**config.mk**
```make
export PLATFORM = sky130hd
export DESIGN_NAME = alu_issue_ctrl_flat
export DESIGN_NICKNAME = d
export VERILOG_FILES = /design/src/rtl/alu_issue_ctrl_if.sv /design/src/rtl/alu_issue_ctrl.sv /design/src/flat_wrapper.sv
export SDC_FILE = /design/constraint.sdc
export NUM_CORES = 1
export LEC_CHECK = 0
export ABC_AREA = 1
export BUFFER_PORTS_ARGS = -buffer_cell sky130_fd_sc_hd__buf_2
export CORE_MARGIN = 5
export CORE_UTILIZATION = 30
export CTS_CLUSTER_SIZE = 20
export DETAILED_ROUTE_END_ITERATION = 12
export GPL_TIMING_DRIVEN = 0
export HOLD_SLACK_MARGIN = 0.15
export PLACE_DENSITY = 0.53
export RECOVER_POWER = 25
export SLEW_MARGIN = 20
export SYNTH_ARGS = -nofsm -noshare
export SYNTH_HDL_FRONTEND = slang
export SYNTH_SLANG_ARGS = --single-unit
```
**constraint.sdc**
```tcl
create_clock -name clk -period 3.2 [get_ports clk]
set_clock_uncertainty 0.2 [all_clocks]
set_input_delay 0.48 -clock clk [delete_from_list [all_inputs] [get_ports clk]]
set_output_delay 0.48 -clock clk [all_outputs]
set_load 0.005 [all_outputs]
```
**src/rtl/alu_issue_ctrl_if.sv**
```systemverilog
// Bundle of instruction, ALU, retire, status and debug signals for alu_issue_ctrl.
interface alu_issue_ctrl_if;
    localparam int unsigned DW  = 16;
    localparam int unsigned AW  = 2;
    localparam int unsigned OPW = 2;
    localparam int unsigned CW  = 8;

    logic [DW-1:0]  instr;
    logic           instr_valid;
    logic           instr_ready;
    logic [DW-1:0]  alu_a;
    logic [DW-1:0]  alu_b;
    logic [OPW-1:0] alu_op;
    logic [DW-1:0]  alu_result;
    logic           alu_of;
    logic           done;
    logic           done_of;
    logic [DW-1:0]  wb_data;
    logic           of_sticky;
    logic [CW-1:0]  of_count;
    logic           clr_of;
    logic [AW-1:0]  dbg_sel;
    logic [DW-1:0]  dbg_data;

    modport slave (
        input  instr, instr_valid, alu_result, alu_of, clr_of, dbg_sel,
        output instr_ready, alu_a, alu_b, alu_op, done, done_of, wb_data,
               of_sticky, of_count, dbg_data
    );

    modport master (
        output instr, instr_valid, alu_result, alu_of, clr_of, dbg_sel,
        input  instr_ready, alu_a, alu_b, alu_op, done, done_of, wb_data,
               of_sticky, of_count, dbg_data
    );
endinterface

```
**src/rtl/alu_issue_ctrl.sv**
```systemverilog
// Single-issue controller: decodes an instruction, drives an external ALU,
// and retires into a 4x16 register file with overflow bookkeeping.
module alu_issue_ctrl (
    input  logic            clk,
    input  logic            reset,
    alu_issue_ctrl_if.slave bus
);
    localparam int unsigned DW   = 16;
    localparam int unsigned AW   = 2;
    localparam int unsigned OPW  = 2;
    localparam int unsigned CW   = 8;
    localparam int unsigned NREG = 4;
    localparam int unsigned IMMW = 8;

    typedef enum logic [1:0] {
        ST_IDLE = 2'd0,
        ST_EXEC = 2'd1,
        ST_WB   = 2'd2
    } state_e;

    state_e                   state_q,     state_d;
    logic [NREG-1:0][DW-1:0]  rf_q,        rf_d;
    logic [DW-1:0]            alu_a_q,     alu_a_d;
    logic [DW-1:0]            alu_b_q,     alu_b_d;
    logic [OPW-1:0]           alu_op_q,    alu_op_d;
    logic [AW-1:0]            rd_q,        rd_d;
    logic [DW-1:0]            res_q,       res_d;
    logic                     of_q,        of_d;
    logic                     ready_q,     ready_d;
    logic                     done_q,      done_d;
    logic                     done_of_q,   done_of_d;
    logic [DW-1:0]            wb_data_q,   wb_data_d;
    logic                     of_sticky_q, of_sticky_d;
    logic [CW-1:0]            of_count_q,  of_count_d;

    logic                     is_imm_c;
    logic [AW-1:0]            dec_rd_c;
    logic [AW-1:0]            dec_ra_c;
    logic [AW-1:0]            dec_rb_c;
    logic [OPW-1:0]           dec_op_c;
    logic [DW-1:0]            dec_imm_c;
    logic                     of_retire_c;

    // Instruction field decode; rd sits at the same position in both formats.
    always_comb begin
        is_imm_c  = bus.instr[15];
        dec_op_c  = bus.instr[14:13];
        dec_rd_c  = bus.instr[12:11];
        dec_ra_c  = bus.instr[10:9];
        dec_rb_c  = bus.instr[8:7];
        dec_imm_c = DW'(bus.instr[IMMW-1:0]);
    end

    always_ff @(posedge clk) begin
        if (reset) begin
            state_q     <= ST_IDLE;
            rf_q        <= '0;
            alu_a_q     <= '0;
            alu_b_q     <= '0;
            alu_op_q    <= '0;
            rd_q        <= '0;
            res_q       <= '0;
            of_q        <= 1'b0;
            ready_q     <= 1'b1;
            done_q      <= 1'b0;
            done_of_q   <= 1'b0;
            wb_data_q   <= '0;
            of_sticky_q <= 1'b0;
            of_count_q  <= '0;
        end else begin
            state_q     <= state_d;
            rf_q        <= rf_d;
            alu_a_q     <= alu_a_d;
            alu_b_q     <= alu_b_d;
            alu_op_q    <= alu_op_d;
            rd_q        <= rd_d;
            res_q       <= res_d;
            of_q        <= of_d;
            ready_q     <= ready_d;
            done_q      <= done_d;
            done_of_q   <= done_of_d;
            wb_data_q   <= wb_data_d;
            of_sticky_q <= of_sticky_d;
            of_count_q  <= of_count_d;
        end
    end

    // Retire outputs are loaded on entry to WB so they are high exactly in WB.
    always_comb begin
        state_d     = state_q;
        rf_d        = rf_q;
        alu_a_d     = alu_a_q;
        alu_b_d     = alu_b_q;
        alu_op_d    = alu_op_q;
        rd_d        = rd_q;
        res_d       = res_q;
        of_d        = of_q;
        ready_d     = 1'b0;
        done_d      = 1'b0;
        done_of_d   = 1'b0;
        wb_data_d   = '0;
        of_sticky_d = of_sticky_q;
        of_count_d  = of_count_q;
        of_retire_c = 1'b0;

        case (state_q)
            ST_IDLE: begin
                ready_d = 1'b1;
                if (bus.instr_valid) begin
                    ready_d = 1'b0;
                    rd_d    = dec_rd_c;
                    if (is_imm_c) begin
                        res_d     = dec_imm_c;
                        of_d      = 1'b0;
                        done_d    = 1'b1;
                        wb_data_d = dec_imm_c;
                        state_d   = ST_WB;
                    end else begin
                        alu_a_d  = rf_q[dec_ra_c];
                        alu_b_d  = rf_q[dec_rb_c];
                        alu_op_d = dec_op_c;
                        state_d  = ST_EXEC;
                    end
                end
            end
            ST_EXEC: begin
                res_d     = bus.alu_result;
                of_d      = bus.alu_of;
                done_d    = 1'b1;
                done_of_d = bus.alu_of;
                wb_data_d = bus.alu_of ? '0 : bus.alu_result;
                state_d   = ST_WB;
            end
            ST_WB: begin
                ready_d     = 1'b1;
                of_retire_c = of_q;
                if (!of_q) begin
                    rf_d[rd_q] = res_q;
                end
                state_d = ST_IDLE;
            end
            default: begin
                state_d = ST_IDLE;
            end
        endcase

        // A clear coinciding with an overflow retire still records that overflow.
        if (of_retire_c) begin
            of_sticky_d = 1'b1;
            if (bus.clr_of) begin
                of_count_d = CW'(1);
            end else if (of_count_q != '1) begin
                of_count_d = of_count_q + CW'(1);
            end
        end else if (bus.clr_of) begin
            of_sticky_d = 1'b0;
            of_count_d  = '0;
        end
    end

    assign bus.instr_ready = ready_q;
    assign bus.alu_a       = alu_a_q;
    assign bus.alu_b       = alu_b_q;
    assign bus.alu_op      = alu_op_q;
    assign bus.done        = done_q;
    assign bus.done_of     = done_of_q;
    assign bus.wb_data     = wb_data_q;
    assign bus.of_sticky   = of_sticky_q;
    assign bus.of_count    = of_count_q;
    assign bus.dbg_data    = rf_q[bus.dbg_sel];

endmodule

```
**src/flat_wrapper.sv**
```systemverilog
// flat-port wrapper written by rule: the top's interface ports become plain ports
module alu_issue_ctrl_flat 
  (clk, reset, bus_instr, bus_instr_valid, bus_alu_result, bus_alu_of, bus_clr_of, bus_dbg_sel, bus_instr_ready, bus_alu_a, bus_alu_b, bus_alu_op, bus_done, bus_done_of, bus_wb_data, bus_of_sticky, bus_of_count, bus_dbg_data);
  alu_issue_ctrl_if bus_i ();
  input  logic clk;
  input  logic reset;
  input wire logic [$bits(bus_i.instr)-1:0] bus_instr;
  input wire logic [$bits(bus_i.instr_valid)-1:0] bus_instr_valid;
  input wire logic [$bits(bus_i.alu_result)-1:0] bus_alu_result;
  input wire logic [$bits(bus_i.alu_of)-1:0] bus_alu_of;
  input wire logic [$bits(bus_i.clr_of)-1:0] bus_clr_of;
  input wire logic [$bits(bus_i.dbg_sel)-1:0] bus_dbg_sel;
  output wire logic [$bits(bus_i.instr_ready)-1:0] bus_instr_ready;
  output wire logic [$bits(bus_i.alu_a)-1:0] bus_alu_a;
  output wire logic [$bits(bus_i.alu_b)-1:0] bus_alu_b;
  output wire logic [$bits(bus_i.alu_op)-1:0] bus_alu_op;
  output wire logic [$bits(bus_i.done)-1:0] bus_done;
  output wire logic [$bits(bus_i.done_of)-1:0] bus_done_of;
  output wire logic [$bits(bus_i.wb_data)-1:0] bus_wb_data;
  output wire logic [$bits(bus_i.of_sticky)-1:0] bus_of_sticky;
  output wire logic [$bits(bus_i.of_count)-1:0] bus_of_count;
  output wire logic [$bits(bus_i.dbg_data)-1:0] bus_dbg_data;
  assign bus_i.instr = bus_instr;
  assign bus_i.instr_valid = bus_instr_valid;
  assign bus_i.alu_result = bus_alu_result;
  assign bus_i.alu_of = bus_alu_of;
  assign bus_i.clr_of = bus_clr_of;
  assign bus_i.dbg_sel = bus_dbg_sel;
  assign bus_instr_ready = bus_i.instr_ready;
  assign bus_alu_a = bus_i.alu_a;
  assign bus_alu_b = bus_i.alu_b;
  assign bus_alu_op = bus_i.alu_op;
  assign bus_done = bus_i.done;
  assign bus_done_of = bus_i.done_of;
  assign bus_wb_data = bus_i.wb_data;
  assign bus_of_sticky = bus_i.of_sticky;
  assign bus_of_count = bus_i.of_count;
  assign bus_dbg_data = bus_i.dbg_data;
  alu_issue_ctrl u_core (.clk(clk), .reset(reset), .bus(bus_i));
endmodule
```
==> results.md <==
- After detailed routing, the total wire length is 22,100 microns.
- The total area inside the core boundary comes to 21,800 sq um.
- The proportion of synthesized chip area in sequential cells is 44.6%.
- The critical path start-end classification is primary input to output port.
- After synthesis, the mean cell area works out to 6.87 sq um.
- The total grt overflow is 0.
- The post-synth design cell area is 6590 sq um.
- The capture point of the critical path is bus_dbg_data[13].
- The cell count after synthesis is 959.
- The internal power of the cells is 3.48 mW.
- STA classifies the critical path endpoint as an output port.
- In the routed design, unresolved DRC markers number 0.
- The sequential cell area is 2940 sq um.
- The leakage power of the design is 3.50 nW.
- The number of pins exceeding their max-slew limit in the final report is 0.
- For this run, the detailed router's first-pass iteration total came to 5.
- The multiplexer share of the synthesized area is 0%.
- The number of cell instances on the worst register-to-register path is 9.
- Of the total synthesized cell area, the portion taken by full adders, half adders and majority gates is 0.190%.
- The largest area contributor in the netlist is dfxtp_1.
- In the synthesized netlist the async set-or-reset flop fraction comes to 0%.
- For the pin with the worst max-slew slack, the measured transition is 0.723 ns.
- The worst hold path belongs to the class primary input to register.
- The synthesis-to-layout area growth is 26.5%.
- After the first detailed-routing iteration, the DRC count stood at 601.
- In this run, distinct cell masters in the synthesized netlist total 27.
- The library cell used most frequently in the layout, excluding fill and tap cells, is o21ai_0.
- The share of final-layout standard cells stronger than drive strength 1 is 12.8%.
- The synthesized netlist devotes 29.6% of its cell area to compound gates.
- In this run, flip-flops and latches consume 41.8% of the power.
- The final critical path takes up 82.1% of the cycle.
- The largest net degree at the start of global routing is 17.
- The switching power is 1.21 mW.
- In the routed layout, each cell is associated on average with a via count of 4.77.
- Setup violations remaining at the end of the flow were counted as 0.
- Once detailed placement completed, the half-perimeter wirelength came to 16,900 microns.
- The via count is 6,707.
- Once the floorplan was initialized, standard cells occupied 30.3% of the core.
- The first-pass GRT wire length is 34,400 microns.
- Of all nets on the critical path, the largest fanout is 10.
- For flop-to-flop paths, the worst setup slack is 1.10 ns.
- For the final routed database, the setup TNS stands at 0 ns.
- The endpoint of the most critical register-to-register path is u_core.bus.alu_b[0]$_SDFFE_PP0P_.
- The startpoint identified for the worst register-to-register timing path is u_core.state_q[1]$_SDFFE_PP0P_.
- The H-tree was split into 4 levels.
- The number of antenna violations at the first check in global routing is 0.
- The number of buffers inserted during clock tree synthesis is 17.
- Derived from the worst setup path, the maximum achievable clock frequency is 0.381 GHz.
- Of the total power, combinational logic draws 10.6%.
- The startpoint type of the worst setup path is a primary input.
- The longest clock path from root to sink contains 2 buffers.
- The hold violation count in the final report is 0.
- The number of synthesized register bits is 147.
- The count of filler cells inserted in the layout is 2,371.
- TritonCTS built the clock tree.
- Clock tree synthesis found a total of 147 sinks.
- Net switching is 25.7% of the power.
- The clock root buffer is clkbuf_16.
- The footprint of the multi-input gates is 2960 sq um.
- In the final design database the tool counted 1,154 nets.
- For the finished layout, the period the worst path requires is 2.63 ns.
- Across the run, the number of max-cap violations was 0.
- The peak ir drop on the vdd network is 0.333 mV.
- The number of standard-cell rows in the floorplan is 54.
- Power spread over the standard cell area amounts to 562 nW/um^2.
- The x dimension of the die is 158 microns.
- At the worst endpoint, the arrival time is 1.95 ns.
- The number of global-route vias before repair is 6,091.
- The number of inserted diodes is 0.
- Leaving out fill and tap cells, the most frequent cells in the layout are o21ai_0 (205), nor2_1 (171), a21oi_1 (160).
- The source-to-sink clock delay at the later pin of the worst-skew pair is 0.43 ns.
- The flow ran to the end, and the final reports show no timing, DRC or antenna violations.
- For this run, the leading register cell type out of synthesis is dfxtp_1.
- STA puts the critical path data required time at 2.52 ns.
- Setup repair after global routing left no endpoint under its margin.
- For this design the top-level I/O count stands at 117.
- The worst pin sits at a relative slew slack of 51.8%.
- The post-synthesis simple-gate area fraction is 15.3%.
- The dominant combinational cell family by area after synthesis is compound AO/OA/AOI/OAI gates.
- The vertical extent of the die is 158 microns.
- Of the post-synthesis cell area, the dominant cell type holds 44.6%.
- During placement, the flow inserted port buffers numbering 115.
- In the post-synthesis netlist, the biggest area contributors are dfxtp_1 (45%), o21ai_0 (16%), a21oi_1 (12%).
- The most critical setup path has its startpoint at bus_dbg_sel[0].
- Clock-pin slew was measured on the worst setup and hold paths at 0.07 ns.
- Hold is met by 0.125 ns.
- The synthesized design contains 0 enable-type register cells.
- The final estimated routing congestion in global placement is 0.938.
- Once detail routing completed, the nets flagged for antenna violations numbered 0.
- Once the clock tree was built, the resizer swapped 0 gates to a different size.
- The clock share of power is 47.6%.
- In the final routed layout, each cell accounts on average for 15.7 microns.
- When the netlist entered floorplanning its net count stood at 999.
- The overall global routing resource usage is 17.7%.
- The floorplan step defined a die boundary enclosing 25,000 sq um.
- Of the total synthesized cell area, the portion taken by XOR and XNOR cells is 0%.
- For this run, the number of Yosys warnings is 0.
[worst min path at each step]
stage	from	end	slack [ns]	cells past startpoint
3_5_place_dp	u_core.rf_q[50]$_SDFFE_PP0P_	u_core.rf_q[50]$_SDFFE_PP0P_	0.28	2
4_1_cts	bus_instr_valid	u_core.bus.instr_ready$_SDFF_PP1_	0.17	4
6_report	bus_instr_valid	u_core.bus.instr_ready$_SDFF_PP1_	0.13	4
3_3_place_gp	u_core.rf_q[2]$_SDFFE_PP0P_	u_core.rf_q[2]$_SDFFE_PP0P_	0.27	2
5_1_grt	bus_instr_valid	u_core.bus.instr_ready$_SDFF_PP1_	0.16	4
2_1_floorplan	u_core.rf_q[10]$_SDFFE_PP0P_	u_core.rf_q[10]$_SDFFE_PP0P_	0.24	2
[cells in the mapped netlist (all sizes together) (3+ instances only)]
cell / instances
nand2: 67
nand3: 9
clkbuf: 44
buf: 17
dfxtp: 147
inv: 107
nor2: 172
o21ai: 216
a31oi: 7
clkinv: 3
a21oi: 160
nor3: 4
[power by group through the flow]
stage	Combinational [mW]	Clock (mW)	Sequential, mW
after floorplan	0.291	0	1.99
after global placement	0.480	0	2.00
after detailed placement	0.482	0	2.00
after CTS	0.503	2.27	1.96
after global routing	0.561	2.35	1.97
final	0.495	2.23	1.96
[critical path: stages]
cell and delay [ns]:
clkbuf_1 0.18, inv_1 0.12, buf_2 0.19, clkbuf_1 0.41, a21oi_1 0.14, a21oi_1 0.26
buf_2 0.18
[metrics by stage]
step	total power [mW]	utilization, %	std cells	area, sq um	setup slack [ns]
detailed placement	2.48	34.6	1354	7520	0.617
global route	4.88	38.3	1407	8340	0.435
global placement	2.48	34.6	1354	7520	0.621
CTS	4.74	38.5	1407	8380	0.614
finish	4.69	38.3	1407	8340	0.573
floorplan	2.28	-	959	6590	1.14
[cells by family after synthesis]
kind of cell | Yosys count
buffers and inverters | 171
AO/OA/AOI/OAI | 386
adder cells (fa/ha/maj) | 1
flip-flops | 147
AND/OR/NAND/NOR | 254
[final cells by class]
| cell class | instances | share of cell area (%) |
|---|---|---|
| clock buffers | 18 | 5.15 |
| inverters | 110 | 4.95 |
| well taps | 280 | 4.20 |
| multi-input cells | 641 | 35.5 |
| clock inverters | 14 | 2.70 |
| repair buffers | 136 | 9.06 |
| flip-flops and latches | 147 | 35.3 |
| plain buffers | 61 | 3.12 |
[timing repair]
action / 4_1_cts / 5_1_grt
setup buffers: 0 / 0
hold buffers: 21 / 0
hold endpoints to repair: 31 / 0
[state kept, by name, summed over array words and instances, names as in the netlist, 8 cells and up]
register             flops
u_core.bus.of_count      8
u_core.bus.alu_b        16
u_core.bus.alu_a        16
u_core.bus.wb_data      16
u_core.rf_q             64
u_core.res_q            16
[per-layer routing]
layer	vias to the layer above	GRT usage, %	routed length (microns)
met2	216	26.5	9240
met4	0	4.14	255
li1	3474	-	-
met5	-	0	0
met1	2986	25.9	11000
met3	31	3.88	1550
No activity file was read; power rests on OpenSTA's default activity.
